$ cat config.mk
export PLATFORM = sky130hd
export DESIGN_NAME = tictactoe_game_ctrl
export DESIGN_NICKNAME = d
export VERILOG_FILES = /design/src/rtl/tictactoe_game_ctrl.sv
export SDC_FILE = /design/constraint.sdc
export NUM_CORES = 1
export LEC_CHECK = 0
export CAP_MARGIN = 25
export CORE_ASPECT_RATIO = 1.2
export CORE_MARGIN = 2
export CORE_UTILIZATION = 30
export CTS_CLUSTER_SIZE = 16
export DETAILED_ROUTE_END_ITERATION = 12
export GPL_TIMING_DRIVEN = 0
export HOLD_SLACK_MARGIN = 0.05
export PLACE_DENSITY = 0.56
export SYNTH_ARGS = -nofsm -noshare
export SYNTH_HDL_FRONTEND = slang
export SYNTH_SLANG_ARGS = --single-unit
$ cat constraint.sdc
create_clock -name Clock -period 3.8 [get_ports Clock]
set_input_delay 0.76 -clock Clock [delete_from_list [all_inputs] [get_ports Clock]]
set_output_delay 0.76 -clock Clock [all_outputs]
set_load 0.005 [all_outputs]
$ cat src/rtl/tictactoe_game_ctrl.sv
// Tic-tac-toe game-state engine: cursor movement, X/O placement, sequential 8-line win scan, draw detection.
// Optional feature macro TTT_AUTO_RESTART_EN: when defined, WIN/DRAW restart automatically after RESTART_CYCLES clocks.
module tictactoe_game_ctrl #(
    parameter logic [1:0]  START_SYM      = 2'b01,
    parameter logic [25:0] RESTART_CYCLES = 26'd50_000_000
) (
    input  logic        Clock,
    input  logic        Reset,
    input  logic        iBtnUp,
    input  logic        iBtnDown,
    input  logic        iBtnLeft,
    input  logic        iBtnRight,
    input  logic        iBtnSelect,
    input  logic        iBtnRestart,
    output logic [3:0]  oMarkedBlockPosX,
    output logic [3:0]  oMarkedBlockPosY,
    output logic [0:17] oSymVector,
    output logic [14:0] oWinSeqPos,
    output logic        oWinFlag,
    output logic        oDrawFlag,
    output logic [1:0]  oCurrentSym
);

    typedef enum logic [1:0] {
        ST_PLAY  = 2'd0,
        ST_CHECK = 2'd1,
        ST_WIN   = 2'd2,
        ST_DRAW  = 2'd3
    } state_t;

    localparam logic [1:0] SYM_EMPTY = 2'b00;
    localparam logic [1:0] SYM_X     = 2'b01;
    localparam logic [1:0] SYM_O     = 2'b10;

    // Cells of winning line l packed as {c2, c1, c0}, ascending cell index.
    function automatic logic [11:0] line_cells(input logic [2:0] l);
        logic [11:0] r;
        case (l)
            3'd0:    r = {4'd2, 4'd1, 4'd0};
            3'd1:    r = {4'd5, 4'd4, 4'd3};
            3'd2:    r = {4'd8, 4'd7, 4'd6};
            3'd3:    r = {4'd6, 4'd3, 4'd0};
            3'd4:    r = {4'd7, 4'd4, 4'd1};
            3'd5:    r = {4'd8, 4'd5, 4'd2};
            3'd6:    r = {4'd8, 4'd4, 4'd0};
            default: r = {4'd6, 4'd4, 4'd2};
        endcase
        return r;
    endfunction

    function automatic logic [1:0] cell_at(input logic [0:17] b, input logic [3:0] k);
        return b[{k, 1'b0} +: 2];
    endfunction

    function automatic logic [1:0] wrap_dec(input logic [1:0] v);
        return (v == 2'd0) ? 2'd2 : v - 2'd1;
    endfunction

    function automatic logic [1:0] wrap_inc(input logic [1:0] v);
        return (v == 2'd2) ? 2'd0 : v + 2'd1;
    endfunction

    state_t      state_q, state_d;
    logic [5:0]  btn_q, btn_d;
    logic [1:0]  cur_x_q, cur_x_d;
    logic [1:0]  cur_y_q, cur_y_d;
    logic [0:17] board_q, board_d;
    logic [14:0] win_seq_q, win_seq_d;
    logic [1:0]  cur_sym_q, cur_sym_d;
    logic [3:0]  move_cnt_q, move_cnt_d;
    logic [2:0]  line_q, line_d;

    logic [5:0]  btn_in_s;
    logic [5:0]  edge_s;
    logic        auto_restart_s;
    logic [3:0]  cur_cell_s;
    logic [11:0] cells_s;
    logic        line_match_s;
    logic        win_flag_s;
    logic        draw_flag_s;

    // Button bit order: [5] restart, [4] select, [3] up, [2] down, [1] left, [0] right.
    assign btn_in_s   = {iBtnRestart, iBtnSelect, iBtnUp, iBtnDown, iBtnLeft, iBtnRight};
    assign edge_s     = btn_in_s & ~btn_q;
    assign cur_cell_s = {2'b00, cur_x_q} + 4'd3 * {2'b00, cur_y_q};
    assign cells_s    = line_cells(line_q);
    assign line_match_s = (cell_at(board_q, cells_s[3:0])  == cur_sym_q) &&
                          (cell_at(board_q, cells_s[7:4])  == cur_sym_q) &&
                          (cell_at(board_q, cells_s[11:8]) == cur_sym_q);

`ifdef TTT_AUTO_RESTART_EN
    logic [25:0] ar_cnt_q, ar_cnt_d;

    // Auto-restart counter: zero outside WIN/DRAW, so it starts from zero on entry.
    always_comb begin
        ar_cnt_d = 26'd0;
        if ((state_q == ST_WIN) || (state_q == ST_DRAW)) begin
            ar_cnt_d = ar_cnt_q + 26'd1;
        end else begin
            ar_cnt_d = 26'd0;
        end
    end

    // Auto-restart counter register.
    always_ff @(posedge Clock or posedge Reset) begin
        if (Reset) begin
            ar_cnt_q <= 26'd0;
        end else begin
            ar_cnt_q <= ar_cnt_d;
        end
    end

    assign auto_restart_s = ((state_q == ST_WIN) || (state_q == ST_DRAW)) &&
                            (ar_cnt_q == RESTART_CYCLES - 26'd1);
`else
    assign auto_restart_s = 1'b0;
`endif

    // State and datapath registers.
    always_ff @(posedge Clock or posedge Reset) begin
        if (Reset) begin
            state_q    <= ST_PLAY;
            btn_q      <= 6'd0;
            cur_x_q    <= 2'd0;
            cur_y_q    <= 2'd0;
            board_q    <= 18'd0;
            win_seq_q  <= 15'd0;
            cur_sym_q  <= START_SYM;
            move_cnt_q <= 4'd0;
            line_q     <= 3'd0;
        end else begin
            state_q    <= state_d;
            btn_q      <= btn_d;
            cur_x_q    <= cur_x_d;
            cur_y_q    <= cur_y_d;
            board_q    <= board_d;
            win_seq_q  <= win_seq_d;
            cur_sym_q  <= cur_sym_d;
            move_cnt_q <= move_cnt_d;
            line_q     <= line_d;
        end
    end

    // Next-state logic: one action per clock, restart overrides everything.
    always_comb begin
        state_d    = state_q;
        btn_d      = btn_in_s;
        cur_x_d    = cur_x_q;
        cur_y_d    = cur_y_q;
        board_d    = board_q;
        win_seq_d  = win_seq_q;
        cur_sym_d  = cur_sym_q;
        move_cnt_d = move_cnt_q;
        line_d     = line_q;

        if (edge_s[5] || auto_restart_s) begin
            state_d    = ST_PLAY;
            cur_x_d    = 2'd0;
            cur_y_d    = 2'd0;
            board_d    = 18'd0;
            win_seq_d  = 15'd0;
            cur_sym_d  = START_SYM;
            move_cnt_d = 4'd0;
            line_d     = 3'd0;
        end else begin
            case (state_q)
                ST_PLAY: begin
                    if (edge_s[4]) begin
                        if (cell_at(board_q, cur_cell_s) == SYM_EMPTY) begin
                            board_d[{cur_cell_s, 1'b0} +: 2] = cur_sym_q;
                            move_cnt_d = move_cnt_q + 4'd1;
                            line_d     = 3'd0;
                            state_d    = ST_CHECK;
                        end else begin
                            state_d = ST_PLAY;
                        end
                    end else if (edge_s[3]) begin
                        cur_y_d = wrap_dec(cur_y_q);
                    end else if (edge_s[2]) begin
                        cur_y_d = wrap_inc(cur_y_q);
                    end else if (edge_s[1]) begin
                        cur_x_d = wrap_dec(cur_x_q);
                    end else if (edge_s[0]) begin
                        cur_x_d = wrap_inc(cur_x_q);
                    end else begin
                        state_d = ST_PLAY;
                    end
                end
                ST_CHECK: begin
                    if (line_match_s) begin
                        state_d   = ST_WIN;
                        win_seq_d = {cells_s[11:8], 1'b0, cells_s[7:4], 1'b0, cells_s[3:0], 1'b0};
                    end else if (line_q == 3'd7) begin
                        if (move_cnt_q == 4'd9) begin
                            state_d = ST_DRAW;
                        end else begin
                            cur_sym_d = (cur_sym_q == SYM_X) ? SYM_O : SYM_X;
                            state_d   = ST_PLAY;
                        end
                    end else begin
                        line_d = line_q + 3'd1;
                    end
                end
                ST_WIN:  state_d = ST_WIN;
                ST_DRAW: state_d = ST_DRAW;
                default: state_d = ST_PLAY;
            endcase
        end
    end

    // Status flags decoded from the registered state.
    always_comb begin
        win_flag_s  = 1'b0;
        draw_flag_s = 1'b0;
        case (state_q)
            ST_WIN:  win_flag_s  = 1'b1;
            ST_DRAW: draw_flag_s = 1'b1;
            default: begin
                win_flag_s  = 1'b0;
                draw_flag_s = 1'b0;
            end
        endcase
    end

    assign oMarkedBlockPosX = {2'b00, cur_x_q};
    assign oMarkedBlockPosY = {2'b00, cur_y_q};
    assign oSymVector       = board_q;
    assign oWinSeqPos       = win_seq_q;
    assign oWinFlag         = win_flag_s;
    assign oDrawFlag        = draw_flag_s;
    assign oCurrentSym      = cur_sym_q;

endmodule

======== After elaboration in Yosys (flattened, before gate mapping) ========
Cells that the tools add are included.
operators by class
  $add $sub $neg .......................... 8
  $mul .................................... 1
  equality and inequality tests ........... 31
  shifts and indexed selects .............. 6
  multiplexer cells ....................... 54
  bitwise logic cells ..................... 6
  reductions and logical operators ........ 23
operators with widths
  cell                     count
  $pmux 12 s7              1
  $shiftx 18x6->19         4
  $mux 18                  4
  $mux 2                   31
  $mux 15                  3
  $not 5->6                4
  $ne 4x4->1 const B       5
  $shift 19x7->18 const A  1
  $shiftx 19x7->18         1
  $bwmux 18                1
  $mux 4                   4
  $mux 3                   5
  $reduce_and 5->1         3
  $eq 3x3->1 const B       4
  $ne 3x3->1 const B       4
  $reduce_bool 2->1        6
  $reduce_bool 3->1        3
  $eq 2x2->1 const B       4
  $logic_not 2->1          4
  $pmux 2 s4               1
  $neg 6->7                1
  $and 6x6->6              1
  $eq 2x2->1               3
  $eq 3x2->1 const B       2
  19 further kinds         29
word-level totals
  register bits after elaboration ......... 54

======== Depth between registers and ports, before layout ========
Gate-level depths: netlist of the first run.
  depth after elaboration ................. 10
  mapped depth ............................ 12
  gate-level depth less buffers ........... 10

======== Worst setup path after synthesis of the first run ========
OpenSTA, ideal clock, no wires.
  kind .................................... flip-flop to flip-flop
  start ................................... register cur_x_q[1]
  end ..................................... register board_q (netlist bit oSymVector[14])
  library setup time ...................... 72 ps
  data arrival time ....................... 3,055 ps
  data required time ...................... 3,728 ps
  setup slack ............................. 672 ps
  cell stages (with the launch flop) ...... 12
  path buffers ............................ 2
  period minus slack after synthesis ...... 3,128 ps
  cell sequence ........................... dfrtp_1 -> fa_1 -> ha_1 -> clkbuf_1 -> a21oi_1 -> a2111o_1 -> a31oi_1 -> clkbuf_1 -> nor2b_1 -> and3_1 -> a31oi_1 -> nor2_1
on the way
  longest elaborated chain between the ends .. 9
RTL lines
  element                                                     RTL line  source
  start, declared                                             65        logic [1:0] cur_x_q, cur_x_d;
  start signal, assigned                                      134       cur_x_q <= cur_x_d;
  $add 2x4->4 (*)                                             85        assign cur_cell_s = {2'b00, cur_x_q} + 4'd3 * {2'b00, cur_y_q};
  $not 5->6 (implied by the code) (*)                         52, 170
  $neg 6->7                                                   170       board_d[{cur_cell_s, 1'b0} +: 2] = cur_sym_q;
  $shiftx 19x7->18 / $shift 19x7->18 (equally long branches)  170
  $bwmux 18                                                   170
  $mux 18                                                     169       if (cell_at(board_q, cur_cell_s) == SYM_EMPTY) begin
  $mux 18                                                     168       if (edge_s[4]) begin
  $mux 18                                                     166       case (state_q)
  $mux 18                                                     156       if (edge_s[5] || auto_restart_s) begin
  end signal, assigned                                        136       board_q <= board_d;
  end, declared                                               67        logic [0:17] board_q, board_d;
Mark *: on every way between the ends. The rest lies on a longest branch, timed or not. The select of a mux whose other input is x is not followed.
A chain may end at the register's enable or synchronous reset.

======== Worst setup path in the final report of the first run ========
  start ................................... register line_q[0]
  end ..................................... register win_seq_q[12], in the netlist oWinSeqPos[12]
on the way
  longest elaborated chain between the ends .. 9
RTL lines
  element                             RTL line  source
  start, declared                     71        logic [2:0] line_q, line_d;
  start signal, assigned              140       line_q <= line_d;
  $eq 3x3->1 (tied with other cells)  38        case (l)
  $pmux 12 s7 (*)                     38
  $not 5->6 (implied by the code)     52        return b[{k, 1'b0} +: 2];
  $shiftx 18x6->19                    52
  $eq 2x2->1 (on tied branches)       87, 88
  $logic_and 1x1->1                   87        assign line_match_s = (cell_at(board_q, cells_s[3:0]) == cur_sym_q) &&
  $logic_and 1x1->1                   88        (cell_at(board_q, cells_s[7:4]) == cur_sym_q) &&
  $reduce_bool 2->1 (no line)         -
  $reduce_and 2->1 (no line)          -
  end signal, assigned                137       win_seq_q <= win_seq_d;
  end, declared                       68        logic [14:0] win_seq_q, win_seq_d;
Marked as above.

==> results of run 1 <==
[kinds of logic (layout without fill, tap and decap cells)]
| kind of cell | Yosys count | count (layout) |
|---|---|---|
| compound gates | 96 | 96 |
| other cells | 1 | 9 |
| fa+ha+maj | 19 | 19 |
| xor+xnor | 3 | 3 |
| flops | 48 | 48 |
| simple gates | 131 | 131 |
| mux | 20 | 20 |
| buf+inv | 46 | 98 |
[routing by layer]
layer	vias up	wire length, um	global-route usage, %
li1	1404	-	-
met1	1421	3766	18.53
met2	78	4715	27.42
met3	18	377	2.622
met4	0	268	7.620
met5	-	0	0
[critical path, cell delays in order, from the launching register on]
cell and delay (ns):
dfrtp_1 0.51, inv_1 0.17, ha_1 0.31, or3_1 0.40
a21oi_1 0.34, o21bai_1 0.19, a221oi_1 0.11, o2bb2ai_1 0.40
mux2_2 0.44, nor3_4 0.39, mux2i_1 0.25
[power groups by stage]
stage	Clock [mW]	Combinational [mW]	Sequential [mW]
finish	0.432	1.60	0.695
global route	0.461	1.74	0.710
CTS	0.443	1.57	0.696
detailed placement	0	1.56	0.703
global placement	0	1.55	0.701
floorplan	0	1.15	0.666
[layout by cell type, fill, tap and decap left out, types with 8 or more instances in the layout]
cell type	Yosys	layout
nor2_1	54	54
dfrtp_1	47	47
clkdlybuf4s50_1	0	43
a21oi_1	25	25
nand2_1	21	21
inv_1	22	21
o21ai_0	17	17
ha_1	17	17
mux2i_1	15	14
a31oi_1	11	11
buf_4	11	11
clkbuf_1	11	10
a211oi_1	9	9
nand2b_1	9	9
conb_1	1	9
nor2b_1	8	8
nand3_1	8	8
[worst max-delay path by stage]
| stage | end | slack (ns) | cells past startpoint |
|---|---|---|---|
| floorplan | oSymVector[14] | 0.67 | 11 |
| global placement | line_q[0] | 0.18 | 9 |
| detailed placement | line_q[0] | 0.15 | 9 |
| CTS | line_q[0] | 0.14 | 9 |
| global route | oWinSeqPos[7] | 0.003 | 10 |
| finish | oWinSeqPos[12] | 0.21 | 10 |
[area by class of cell]
class	instances	area (um2)	area share [%]
multi-input combinational	278	1829	45.62
sequential	48	1202	29.98
timing repair buffer	44	450.4	11.23
tap	129	161.4	4.025
buffer	24	142.6	3.557
clock buffer	6	128.9	3.214
inverter	22	82.58	2.059
clock inverter	2	12.51	0.3120
[registers in the layout, summed over array words and instances, names as in the netlist]
name / count
line_q: 3
cur_x_q: 2
oSymVector: 18
btn_q: 6
state_q: 2
cur_y_q: 2
move_cnt_q: 4
oWinSeqPos: 9
oCurrentSym: 2
[timing repair]
| action | 4_1_cts | 5_1_grt |
|---|---|---|
| setup endpoints to repair | 0 | 22 |
| resized for setup | 0 | 6 |
| endpoints found under the hold margin | 0 | 0 |
==> metrics.md, run 1 <==
| Metric | Value |
|---|---|
| Status | finished, final reports clean |
| Hold Violations, Final | 0 |
| Nets | 450 |
| CP max FO | 10 |
| Core Util, Final | 38.32% |
| Synth warnings | 0 |
| Root Buffer | clkbuf_16 |
| Slew Limit Fails | 0 |
| Critical path origin | line_q[0] |
| Relative slew slack | 59.58% |
| WL/cell | roughly 17 um |
| Antenna violations before repair | 0 |
| Arr. time, crit path | 3.81 ns |
| Final Setup Violations | 0 |
| Yosys cell types | between 60 and 70 |
| Worst Path Required | 4.02 ns |
| Post-layout minimum cycle time | about 3.6 ns |
| Hold path depth | 2 |
| Number of global-route vias before repair | 2,809 |
| Tcrit/Tclk final | 94.51% |
| Compound-cell area share of the yosys netlist | 20.32% |
| Sw frac | 46.23% |
| Sequential Power Share | 25.5% |
| CORE AREA | 10,470 um2 |
| Post-Synth XOR/XNOR Area | 0.8174% |
| Post-Place Cells | 545 |
| H-tree lvl count | 2 |
| Standard-cell rows | 41 |
| Max cap viols | 0 |
| Post-Syn Area | 3214 um2 |
| Hold slack | between 0.5 and 0.6 ns |
| Synth Register Bits | 48 |
| Drt total wl | 9128 um |
| Clock transition at path regs | 0.07 ns |
| Worst Reg2Reg Path Length in Cells | 10 |
| Sw Pwr | 1.263 mW |
| Hold Crit Start | oWinSeqPos[13] |
| Layout cells sized above 1 | 9.198% |
| R2R Path Start | line_q[0] |
| FILL cells | 1,088 |
| Hold buffer count at cts | 0 |
| Antenna violation net count after detailed routing | 0 |
| Number of setup buffers added after CTS | 0 |
| Number of synthesized flops with an enable pin | 0 |
| Num CTS Buffers | 5 |
| Post-synthesis cell count | roughly 360 |
| Synthesis-to-finish area growth | 24.76% |
| Largest family of logic cells by synthesized area | compound AO/OA/AOI/OAI gates |
| # IOs | 53 |
| DR vias/cell | 5.282 |
| CP Class | reg2reg |
| Setup slack after layout | ~0.21 ns |
| Main area contributors after synthesis | dfrtp_1, ha_1, nor2_1, mux2i_1, a21oi_1 |
| Combinational Power Share | 58.7% |
| Pre-CTS setup slack | 0.1517 ns |
| Sequential share of the synthesized area | 37.41% |
| P_int | 1.469 mW |
| Multiplexer share of the synthesized area | about 6.8% |
| Effective utilization at floorplan | 30.71% |
| Hpwl dp | approximately 7000 um |
| Clk_lat worst skew | 0.30 ns |
| Die Height | 117.4 um |
| Worst reg-to-reg setup slack | around 0.21 ns |
| Final Skew | 0.01000 ns |
| Most numerous cell in the Yosys netlist | nor2_1 |
| Clock tree buffer depth | 2 |
| Clock sinks | 48 |
| Total power | 2.732 mW |
| Drt pass-1 iters | 4 |
| Reg2reg end | oWinSeqPos[12] |
| Largest net degree at the start of global routing | 39 |
| Most used flip-flop cell after synthesis | dfrtp_1 |
| Area leader, netlist | dfrtp_1 |
| Ant. Diodes | 0 |
| Die area | 11,560 um2 |
| Grt total ovfl | 0 |
| Area of placed instances | 3856 um2 |
| Leak Pwr | 1.666 nW |
| Synth Area in Simple Gates | 19.77% |
| First-pass GRT wire length | 14,540 um |
| GP Congestion | 0.8493 |
| RSZ-0062 raised after global routing | false |
| Mean Syn Cell Area | 8.831 um2 |
| Tot GR Track Use | 15.73% |
| Design area | 4010 um2 |
| Hold Path End | oWinSeqPos[13] |
| Setup Total Neg Slack | 0 ns |
| Max Freq | between 200 and 300 MHz |
| Worst hold path class | reg2reg |
| Post-Synth Adder-Cell Area | 7.863% |
| Synth top area share | a little over a third |
| Die width | 98.49 um |
| Fin cells | around 550 |
| Vias | 2,921 |
| Async set-reset flop share out of synthesis | 100.0% |
| Crit path capture type | flop |
| Power Density | 681.2 nW/um2 |
| I/O Buffers | 43 |
| Iteration-0 DRC Markers | 154 |
| Clock share of power | 15.8% |
| CTS tree | built |
| Maximum VDD drop | 0.0002375 V |
| Synth cell count leaders | nor2_1, dfrtp_1, a21oi_1 |
| Startpoint types | flop |
| # DRC | 0 |
| Least-Margin Pin Slew | 0.6052 ns |
No activity file was read; power rests on OpenSTA's default activity.
==> inputs of run 2 (changes only) <==
CAP_MARGIN = 30   (was 25)
==> metrics.md, run 2 (same netlist as run 1, synthesis figures left out) <==
| Metric | Value |
|---|---|
| CP cell instances | inv_1, ha_1, or3_1, a21oi_1, o21bai_1, a221oi_1, o2bb2ai_1, mux2_2, nor3_4, mux2i_1 |
| Number of setup buffers added after CTS | 0 (unchanged) |
| I/O Buffers | 43 (unchanged) |
| Vias | 2,921 (unchanged) |
| Slew Limit Fails | 0 (unchanged) |
| Hpwl dp | 6951 um (unchanged) |
| Area of placed instances | 3856 um2 (unchanged) |
| First-pass GRT wire length | 14,540 um (unchanged) |
| Power Density | 681.2 nW/um2 (unchanged) |
| Clock sinks | 48 (unchanged) |
| CTS tree | built |
| Least-Margin Pin Slew | 0.6052 ns (unchanged) |
| Clock tree buffer depth | 2 (unchanged) |
| Drt total wl | 9128 um (unchanged) |
| Total power | 2.732 mW (unchanged) |
| Worst reg-to-reg setup slack | 0.21 ns (about the same) |
| Synthesis-to-finish area growth | 24.76% (unchanged) |
| Number of global-route vias before repair | 2,809 (unchanged) |
| Most common cell after layout, fill and taps aside | nor2_1 |
| Critical Path Sink | oWinSeqPos[12] |
| Worst path slowest cell | dfrtp_1 |
| Largest net degree at the start of global routing | 39 (unchanged) |
| FILL cells | 1,088 (unchanged) |
| Nets | 450 (unchanged) |
| Root Buffer | clkbuf_16 |
| Post-layout minimum cycle time | 3.591 ns (unchanged) |
| Antenna violations before repair | 0 (unchanged) |
| # IOs | 53 (unchanged) |
| CORE AREA | 10,470 um2 (unchanged) |
| Tot GR Track Use | 15.73% (unchanged) |
| RSZ-0062 raised after global routing | false |
| Layout cells sized above 1 | 9.198% (unchanged) |
| Design area | 4010 um2 (unchanged) |
| Die area | 11,560 um2 (unchanged) |
| Effective utilization at floorplan | 30.71% (unchanged) |
| WL/cell | 16.51 um (unchanged) |
| Status | finished, final reports clean |
| Core Util, Final | 38.32% (unchanged) |
| Antenna violation net count after detailed routing | 0 (unchanged) |
| Relative slew slack | 59.58% (unchanged) |
| GP Congestion | 0.8493 (unchanged) |
| Max Freq | 278.4 MHz (unchanged) |
| Final Setup Violations | 0 (unchanged) |
| Iteration-0 DRC Markers | 154 (unchanged) |
| Startpoint types | flop |
| Leak Pwr | 1.666 nW (unchanged) |
| # DRC | 0 (unchanged) |
| Clk_lat worst skew | 0.30 ns (about the same) |
| Clock transition at path regs | 0.07 ns (about the same) |
| Arr. time, crit path | 3.81 ns (about the same) |
| Ant. Diodes | 0 (unchanged) |
| Tcrit/Tclk final | 94.51% (unchanged) |
| Num CTS Buffers | 5 (unchanged) |
| Standard-cell rows | 41 (unchanged) |
| R2R Path Start | line_q[0] |
| Setup Total Neg Slack | 0 ns (unchanged) |
| Max reg flops | 18 (unchanged) |
| CP max FO | 10 (unchanged) |
| Critical path origin | line_q[0] |
| Crit path capture type | flop |
| Reg2reg end | oWinSeqPos[12] |
| H-tree lvl count | 2 (unchanged) |
| Max cap viols | 0 (unchanged) |
| CP Class | reg2reg |
| DR vias/cell | 5.282 (unchanged) |
| Drt pass-1 iters | 4 (unchanged) |
| Worst Path Required | 4.02 ns (about the same) |
| Worst Reg2Reg Path Length in Cells | 10 (unchanged) |
| Die Height | 117.4 um (unchanged) |
| Hold Violations, Final | 0 (unchanged) |
| Worst hold path class | reg2reg |
| Final Skew | 0.01000 ns (unchanged) |
| Most frequent cells in the layout | nor2_1, dfrtp_1, clkdlybuf4s50_1 |
| Grt total ovfl | 0 (unchanged) |
| Maximum VDD drop | 0.0002375 V (unchanged) |
| Slowest cell delay on critical path | 0.51 ns (about the same) |
| Die width | 98.49 um (unchanged) |
-- run 2: layer usage --
| layer | share of wire, % | up-vias | GRT usage (%) |
|---|---|---|---|
| met5 | 0 | - | 0 |
| met2 | 52 | 78 | 27.42 |
| li1 | - | 1404 | - |
| met3 | 4.1 | 18 | 2.622 |
| met1 | 41 | 1421 | 18.53 |
| met4 | 2.9 | 0 | 7.620 |
-- run 2: stage by stage --
stage / setup WS, ns / instances / hold WS (ns)
6_report: 0.2086 / 553 / 0.5300
5_1_grt: 0.002585 / 553 / 0.5643
4_1_cts: 0.1392 / 553 / 0.5342
3_5_place_dp: 0.1517 / 545 / 0.5254
3_3_place_gp: 0.1842 / 544 / 0.5180
2_1_floorplan: 0.6722 / 372 / 0.5044
-- run 2: critical path, delay by kind of cell (launching register included) --
kind                     cells  cell delay (ns)
AO/OA/AOI/OAI                4             1.04
AND/OR/NAND/NOR              2             0.79
multiplexers                 2             0.69
flip-flops                   1             0.51
adder cells (fa/ha/maj)      1             0.31
buffers and inverters        1             0.17
-- run 2: worst min-delay path by stage --
stage	end	depth (start not counted)	start
final	oWinSeqPos[13]	2	oWinSeqPos[13]
after global routing	oWinSeqPos[3]	2	oWinSeqPos[3]
after CTS	oWinSeqPos[13]	2	oWinSeqPos[13]
after detailed placement	oWinSeqPos[13]	2	oWinSeqPos[13]
after global placement	oWinSeqPos[3]	2	oWinSeqPos[3]
after floorplan	move_cnt_q[3]	2	move_cnt_q[3]
-- run 2: final cells by class --
cell class	count	area [um2]	area share [%]
buffer	24	142.6	3.557
clock buffer	6	128.9	3.214
sequential	48	1202	29.98
inverter	22	82.58	2.059
timing repair buffer	44	450.4	11.23
tap	129	161.4	4.025
clock inverter	2	12.51	0.3120
multi-input combinational	278	1829	45.62
-- run 2: timing repair --
action                     4_1_cts  5_1_grt
hold buffers                     0        0
setup endpoints to repair        0       22
gates resized for setup          0        6
-- run 2: report_power, final --
part | switching [mW] | internal, mW
registers | 0.115 | 0.580
clock network | 0.189 | 0.243
logic | 0.958 | 0.646
